--- src/rtl/debounce_pkg.sv ---
// Shared constants, types and helpers for the debounce_bank switch debouncer.
package debounce_pkg;

    localparam int MAX_CH    = 32;
    localparam int CNT_W_MAX = 32;

    // Generic view of one channel's filter state; each channel sizes its own counter.
    typedef struct packed {
        logic                 stable;
        logic [CNT_W_MAX-1:0] cnt;
    } ch_state_t;

    function automatic int ms_to_cycles(input int clock_hz, input int ms);
        return (clock_hz / 1000) * ms;
    endfunction

endpackage

--- src/rtl/debounce_channel.sv ---
// One debounce channel: 2-FF synchroniser, symmetric press/release filter, optional long-press.
// Long-press hold counter is built only when DEBOUNCE_BANK_LONGPRESS_EN is defined.
module debounce_channel
    import debounce_pkg::*;
#(
    parameter int DB_CYCLES   = 500_000,
    parameter int LONG_CYCLES = 50_000_000,
    parameter bit ACTIVE_LOW  = 1'b1
) (
    input  logic clk,
    input  logic rst_n,
    input  logic i_switch,
    output logic o_level,
    output logic o_press,
    output logic o_release,
    output logic o_long
);

    localparam int   CNT_W    = $clog2(DB_CYCLES + 1);
    localparam logic IDLE_RAW = ACTIVE_LOW;

    logic [1:0]       sync;
    logic             pressed;
    logic             stable;
    logic [CNT_W-1:0] cnt;
    logic             accept;

    always_ff @(posedge clk or negedge rst_n) begin
        if (!rst_n) begin
            sync <= {2{IDLE_RAW}};
        end else begin
            sync <= {sync[0], i_switch};
        end
    end

    assign pressed = sync[1] ^ ACTIVE_LOW;
    assign accept  = (pressed != stable) && (cnt == CNT_W'(DB_CYCLES - 1));

    // Any cycle that agrees with the accepted level restarts the stability count.
    always_ff @(posedge clk or negedge rst_n) begin
        if (!rst_n) begin
            stable    <= 1'b0;
            cnt       <= '0;
            o_press   <= 1'b0;
            o_release <= 1'b0;
        end else begin
            o_press   <= 1'b0;
            o_release <= 1'b0;
            if (pressed == stable) begin
                cnt <= '0;
            end else if (accept) begin
                stable    <= pressed;
                cnt       <= '0;
                o_press   <= pressed;
                o_release <= !pressed;
            end else begin
                cnt <= cnt + 1'b1;
            end
        end
    end

    assign o_level = stable;

`ifdef DEBOUNCE_BANK_LONGPRESS_EN
    localparam int HOLD_W = $clog2(LONG_CYCLES + 1);

    logic [HOLD_W-1:0] hold;
    logic              long_done;
    logic              long_q;

    // Counting starts the cycle after press acceptance, so the pulse lands LONG_CYCLES edges later.
    always_ff @(posedge clk or negedge rst_n) begin
        if (!rst_n) begin
            hold      <= '0;
            long_done <= 1'b0;
            long_q    <= 1'b0;
        end else begin
            long_q <= 1'b0;
            if (accept) begin
                hold      <= '0;
                long_done <= 1'b0;
            end else if (stable && !long_done) begin
                if (hold == HOLD_W'(LONG_CYCLES - 1)) begin
                    long_q    <= 1'b1;
                    long_done <= 1'b1;
                end else begin
                    hold <= hold + 1'b1;
                end
            end
        end
    end

    assign o_long = long_q;
`else
    logic unused_cfg;
    assign unused_cfg = (LONG_CYCLES == 0);
    assign o_long     = 1'b0;
`endif

endmodule

--- src/rtl/debounce_bank.sv ---
// Multi-channel switch debouncer: N_CH independent debounce_channel instances.
// Optional long-press strobe enabled by defining DEBOUNCE_BANK_LONGPRESS_EN.
module debounce_bank
    import debounce_pkg::*;
#(
    parameter int N_CH          = 4,
    parameter int CLOCK_RATE_HZ = 50_000_000,
    parameter int DEBOUNCE_MS   = 10,
    parameter int ACTIVE_LOW    = 1,
    parameter int LONG_MS       = 1000
) (
    input  logic            clk,
    input  logic            rst_n,
    input  logic [N_CH-1:0] i_switch,
    output logic [N_CH-1:0] o_level,
    output logic [N_CH-1:0] o_press,
    output logic [N_CH-1:0] o_release,
    output logic [N_CH-1:0] o_long
);

    localparam int DB_CYCLES   = ms_to_cycles(CLOCK_RATE_HZ, DEBOUNCE_MS);
    localparam int LONG_CYCLES = ms_to_cycles(CLOCK_RATE_HZ, LONG_MS);

    for (genvar ch = 0; ch < N_CH; ch++) begin : g_ch
        debounce_channel #(
            .DB_CYCLES   (DB_CYCLES),
            .LONG_CYCLES (LONG_CYCLES),
            .ACTIVE_LOW  (ACTIVE_LOW != 0)
        ) u_channel (
            .clk       (clk),
            .rst_n     (rst_n),
            .i_switch  (i_switch[ch]),
            .o_level   (o_level[ch]),
            .o_press   (o_press[ch]),
            .o_release (o_release[ch]),
            .o_long    (o_long[ch])
        );
    end

endmodule

--- config.mk ---
export PLATFORM = sky130hd
export DESIGN_NAME = debounce_bank
export DESIGN_NICKNAME = d
export VERILOG_FILES = /design/src/rtl/debounce_pkg.sv /design/src/rtl/debounce_channel.sv /design/src/rtl/debounce_bank.sv
export SDC_FILE = /design/constraint.sdc
export NUM_CORES = 1
export LEC_CHECK = 0
export CAP_MARGIN = 20
export CELL_PAD_IN_SITES_DETAIL_PLACEMENT = 2
export CELL_PAD_IN_SITES_GLOBAL_PLACEMENT = 2
export CORE_AREA = 2 2 110 112
export CTS_CLUSTER_SIZE = 40
export DETAILED_ROUTE_END_ITERATION = 10
export DIE_AREA = 0 0 112 114
export PLACE_DENSITY_LB_ADDON = 0.12
export SKIP_LAST_GASP = 1
export SLEW_MARGIN = 20
export SYNTH_ARGS = -nofsm -noshare
export SYNTH_HDL_FRONTEND = slang
export SYNTH_HIERARCHICAL = 1
export SYNTH_SLANG_ARGS = --single-unit
--- constraint.sdc ---
create_clock -name clk -period 2.5 [get_ports clk]
set_clock_uncertainty 0.2 [all_clocks]
set_input_delay 0.25 -clock clk [delete_from_list [all_inputs] [get_ports clk]]
set_output_delay 0.25 -clock clk [all_outputs]
set_load 0.03 [all_outputs]
### Yosys cells after proc, flatten, opt, wreduce, memory -nomap -nowiden

Cells that the tools add are included.

| word-level totals | value |
|---|---|
| register bits | 96 |
| bits of input ports | 6 |
| output and inout bits | 16 |
| word-level logic and storage cells | 76 |

| cells by class | value |
|---|---|
| add/subtract/negate cells | 4 |
| equality and inequality tests | 12 |
| mux-type cells | 24 |
| bitwise logic cells | 8 |
| reductions and logical operators | 8 |

Operator list:

| kind | count |
|---|---|
| 19-bit 2-to-1 mux | 8 |
| 19-bit by 1-bit adder with 19-bit output (second input constant) | 4 |
| 19-bit == test (second input constant) | 4 |
| 1-bit 2-to-1 mux | 16 |
| 1-bit inverter | 8 |
| 2-bit AND reduction | 4 |
| 1-bit == test | 4 |
| 1-bit logical AND | 4 |
| 1-bit != test | 4 |

### Logic depth before layout (Yosys ltp)

| logic depth | value |
|---|---|
| depth in word-level cells | 5 |
| gate-level depth with buffers | 6 |
| gate-level depth less buffers | 5 |

### Cells and area by module

Netlist, hierarchy kept.

Modules (own cells, without submodules):

| module | instances | cells an instance | area an instance (sq um) | seq. area each (sq um) |
|---|---|---|---|---|
| debounce_channel (g_ch[1].u_channel ...) | 3 | 111 | 1139.8 | 603.1 |
| debounce_channel (g_ch[0].u_channel) | 1 | 109 | 1146.1 | 603.1 |

### Least setup slack after synthesis

OpenSTA, ideal clock, no wires.

| timing path | value |
|---|---|
| path type | reg2reg |
| start point | reg g_ch[1].u_channel.cnt[14] |
| end point | reg g_ch[1].u_channel.cnt[10] |
| library setup time | 119 ps |
| data arrival time | 1951 ps |
| required time | 2181 ps |
| setup slack | 230 ps |
| cell stages (with the launch flop) | 7 |
| path buffers | 2 |
| period minus slack after synthesis | 2270 ps |
| cell sequence | dfrtp_1 > or4_1 > or4_1 > buf_2 > o21ai_4 > buf_6 > nor2_1 |

| between the ends | value |
|---|---|
| cells in the longest elaborated chain, start to end | 4 |

RTL lines:

| element | RTL line | RTL |
|---|---|---|
| from (decl) | debounce_channel.sv:25 | `logic [CNT_W-1:0] cnt;` |
| from (signal assigned) | debounce_channel.sv:57 | `cnt <= cnt + 1'b1;` |
| 19-bit == test | debounce_channel.sv:37 | `assign accept = (pressed != stable) && (cnt == CNT_W'(DB_CYCLES - 1));` |
| 1-bit logical AND | debounce_channel.sv:37 |  |
| 19-bit 2-to-1 mux | debounce_channel.sv:51 | `end else if (accept) begin` |
| 19-bit 2-to-1 mux | debounce_channel.sv:49 | `if (pressed == stable) begin` |

Every way passes these cells.
A chain may end at the register's enable or synchronous reset.

### Final worst setup path

| timing path | value |
|---|---|
| start point | reg g_ch[2].u_channel.cnt[10] |
| end point | reg g_ch[2].u_channel.cnt[6] |

| between the ends | value |
|---|---|
| cells in the longest elaborated chain, start to end | 4 |

RTL lines:

| element | RTL line |
|---|---|
| from (decl) | debounce_channel.sv:25 |
| from (signal assigned) | debounce_channel.sv:57 |
| 19-bit == test | debounce_channel.sv:37 |
| 1-bit logical AND | debounce_channel.sv:37 |
| 19-bit 2-to-1 mux | debounce_channel.sv:51 |
| 19-bit 2-to-1 mux | debounce_channel.sv:49 |

Every way passes these cells.

==> flow_summary.toml <==
[sta]
tightest_slew_ps = 502.1
slew_headroom = 0.6653
setup_slack_ps = 113.7
setup_tns_ps = 0
fin_crit_sh = 0.9545
drv_slew = 0
fin_crit_ps = 2386
holdWs_ps = 104.5
rsz0062_at_grt = "false"
setup_viol = 0
fmax_mhz = 419.1
hold_violations = 0

[routing]
firstDrtPassIters = 4
drcViolationCount = 0
wire_per_inst_um = 17.62
vias_per_cell = 5.414
wirelength_um = 11070
num_vias = 3400
drt-initial-drc-count = 137
drtAntennaViolNets = 0

[setup_path]
critPathTopFamily = "simple AND/OR/NAND/NOR gates"
cp_max_fo = 7
r2r-end = "g_ch[2].u_channel/cnt[6]$_DFF_PN0_"
crit_cells = 5
cp-end-kind = "register"
crit_buf_inv = 1
r2r_cells = 5
cp_cell_sequence = "or4_1, or4_1, o21ai_4, buf_4, nor2_1"
crit_top_cell = "or4_1"
worst_path_max_delay_cell = "or4_1"
crit_path_start_kind = "register"
path_class = "register to register"
r2r_start = "g_ch[2].u_channel/cnt[10]$_DFF_PN0_"
reg2reg_slack_ps = 110
slowest_delay_ps = 620
worstPathArrival_ps = 2430
cp_data_required_time_ps = 2540

[yosys]
syn_area_um2 = 4566
async_flop_share = 1.000
postSynthNetCount = 452
synth.ff_latch_count = 96
post_synth_num_cell_types = 36
ys_warn_count = 6
syn_area_per_cell_um2 = 10.33
synth_cells = 442
synthFlopType = "dfrtp_1"
synthXorXnorAreaFrac = 0.1074
synth_top_family_by_area = "simple AND/OR/NAND/NOR gates"
synth.area.mux_share = 0
synth_edf_count = 0
ys_seq_area_frac = 0.5284
synth_fa_ha_area_frac = 0.01096
synth_compound_area_frac = 0.06084
synth_simple_gate_area_share = 0.2535

[final_layout]
fillers = 1245
final_nets = 486
antenna_cells = 0
drive_above_1_share = 0.1247
area_growth_pct = 18.00
seqCellArea_um2 = 2412
multi_input_area_um2 = 1991
fin_area_um2 = 5388

[clocking]
post_cts_resized = 0
clockBufferDepth = 2
cts_buffers = 9
numClockSinks = 96
cts_htree_levels = 3
root_buffer = "clkbuf_16"
cts_tree = "built"
clkLatencyLatePin_ps = 350
clk_pin_slew_worst_paths_ps = 60

[floorplan]
die_x_um = 112
core_um2 = 11710
io-pin-count = 22
die-height_um = 114
num_rows = 40
dieArea_um2 = 12770
initial_core_util = 0.3899

[power_and_ir_drop]
leakage_nw = 2.129
p_per_area_nw_per_um2 = 639.0
ir_drop_mv = 0.3735

[grt]
grt_pass1_wl_um = 19330
grt_max_degree = 63
grt_pass1_vias = 3806
grt_use_total = 0.1901
overflow = 0
antenna_found_initial = 0

[outcome]
status = "complete, no violations"

[hold_path]
min_path_cells = 1
hp-start = "i_switch[2]"
hold-path-endpoint = "g_ch[2].u_channel/sync[0]$_DFF_PN1_"
hold_class = "primary input to register"

[placed_design]
place_congestion = 0.7680
port_buffers = 17
dp_hpwl_um = 7511
placed_area_um2 = 5007
pre_cts_slack_ps = 120.7

[job]
drv_cap = 0
report_power, final:
group	switching, W	leakage [nW]	internal (W)
clock network	0.000601	0.176	0.00111
registers	0.0000244	1.30	0.00158
logic	0.0000862	0.649	0.0000432
total	0.000712	2.13	0.00273
metal layers:
layer | wire, um | up-vias | global-route usage
li1 | - | 1608 | -
met1 | 4889 | 1750 | 0.2331
met2 | 5746 | 27 | 0.3349
met3 | 205 | 15 | 0.03082
met4 | 225 | 0 | 0.07967
met5 | 0 | - | 0
cells by family (layout without fill, tap and decap cells):
group           after synthesis  in the layout
simple gates                210            210
flops                        96             96
xor+xnor                     56             56
compound gates               41             41
buf+inv                      31             70
fa+ha+maj                     4              4
other cells                   4              4
cells in the final DEF (no fill, tap or decap), types with 16 or more instances in the layout:
cell,netlist,routed
inv_1,18,18
nor3_1,16,16
nor2_1,60,60
xor2_1,16,16
clkdlybuf4s50_1,0,16
or4_1,16,16
dfrtp_1,88,88
nand3_1,19,19
xnor2_1,40,40
nand2_1,32,32
stage by stage:
stage / total power (W) / cells / util
2_1_floorplan: 0.001697 / 442 / -
3_3_place_gp: 0.001760 / 611 / 0.4276
3_5_place_dp: 0.001766 / 611 / 0.4276
4_1_cts: 0.003508 / 628 / 0.4600
5_1_grt: 0.003579 / 628 / 0.4600
6_report: 0.003443 / 628 / 0.4600
synthesized netlist by cell type, drive strengths merged (4+ instances only):
library cell | number | share of area
dfrtp | 88 | 0.48
nor2 | 60 | 0.049
xnor2 | 40 | 0.077
nand2 | 32 | 0.026
nand3 | 20 | 0.023
nand4 | 19 | 0.033
inv | 18 | 0.015
o21ai | 17 | 0.028
or4 | 17 | 0.029
a21oi | 16 | 0.018
nor3 | 16 | 0.018
xor2 | 16 | 0.031
nor4 | 15 | 0.021
buf | 12 | 0.020
dfstp | 8 | 0.046
and2 | 7 | 0.0096
or3 | 6 | 0.0088
nand4bb | 5 | 0.012
o31ai | 5 | 0.0082
and4 | 4 | 0.0079
conb | 4 | 0.0033
ha | 4 | 0.011
cell type report:
class | count | share of cell area
Sequential cell | 96 | 0.4477
Multi-Input combinational cell | 315 | 0.3695
Timing Repair Buffer | 36 | 0.06735
Clock buffer | 11 | 0.04505
Tap cell | 147 | 0.03414
Clock inverter | 5 | 0.02369
Inverter | 18 | 0.01254
registers in the layout, summed over array words and instances (netlist names):
signal,count
g_ch.u_channel/o_level,4
g_ch.u_channel/o_release,4
g_ch.u_channel/cnt,76
g_ch.u_channel/sync,8
g_ch.u_channel/o_press,4
worst reg2reg max path, delay by kind of cell (launching register included):
family                 cells  cell delay, ps
AO/OA/AOI/OAI              1             240
flip-flops                 1             440
AND/OR/NAND/NOR            3            1200
buffers and inverters      1             200
repair_timing:
action,in CTS,in global routing
endpoints found under the hold margin,32,0
hold buffers,1,0
setup endpoints to repair,0,0
buffers inserted,0,0
worst max path at each step:
stage	start	end	slack [ps]
2_1_floorplan	g_ch[1].u_channel/cnt[14]$_DFF_PN0_	g_ch[1].u_channel/cnt[10]$_DFF_PN0_	230
3_3_place_gp	g_ch[2].u_channel/cnt[14]$_DFF_PN0_	g_ch[2].u_channel/cnt[2]$_DFF_PN0_	160
3_5_place_dp	g_ch[2].u_channel/cnt[14]$_DFF_PN0_	g_ch[2].u_channel/cnt[14]$_DFF_PN0_	120
4_1_cts	g_ch[2].u_channel/cnt[14]$_DFF_PN0_	g_ch[2].u_channel/cnt[12]$_DFF_PN0_	90
5_1_grt	g_ch[2].u_channel/cnt[14]$_DFF_PN0_	g_ch[2].u_channel/cnt[12]$_DFF_PN0_	7
6_report	g_ch[2].u_channel/cnt[10]$_DFF_PN0_	g_ch[2].u_channel/cnt[6]$_DFF_PN0_	110
No activity file was read; power rests on OpenSTA's default activity.
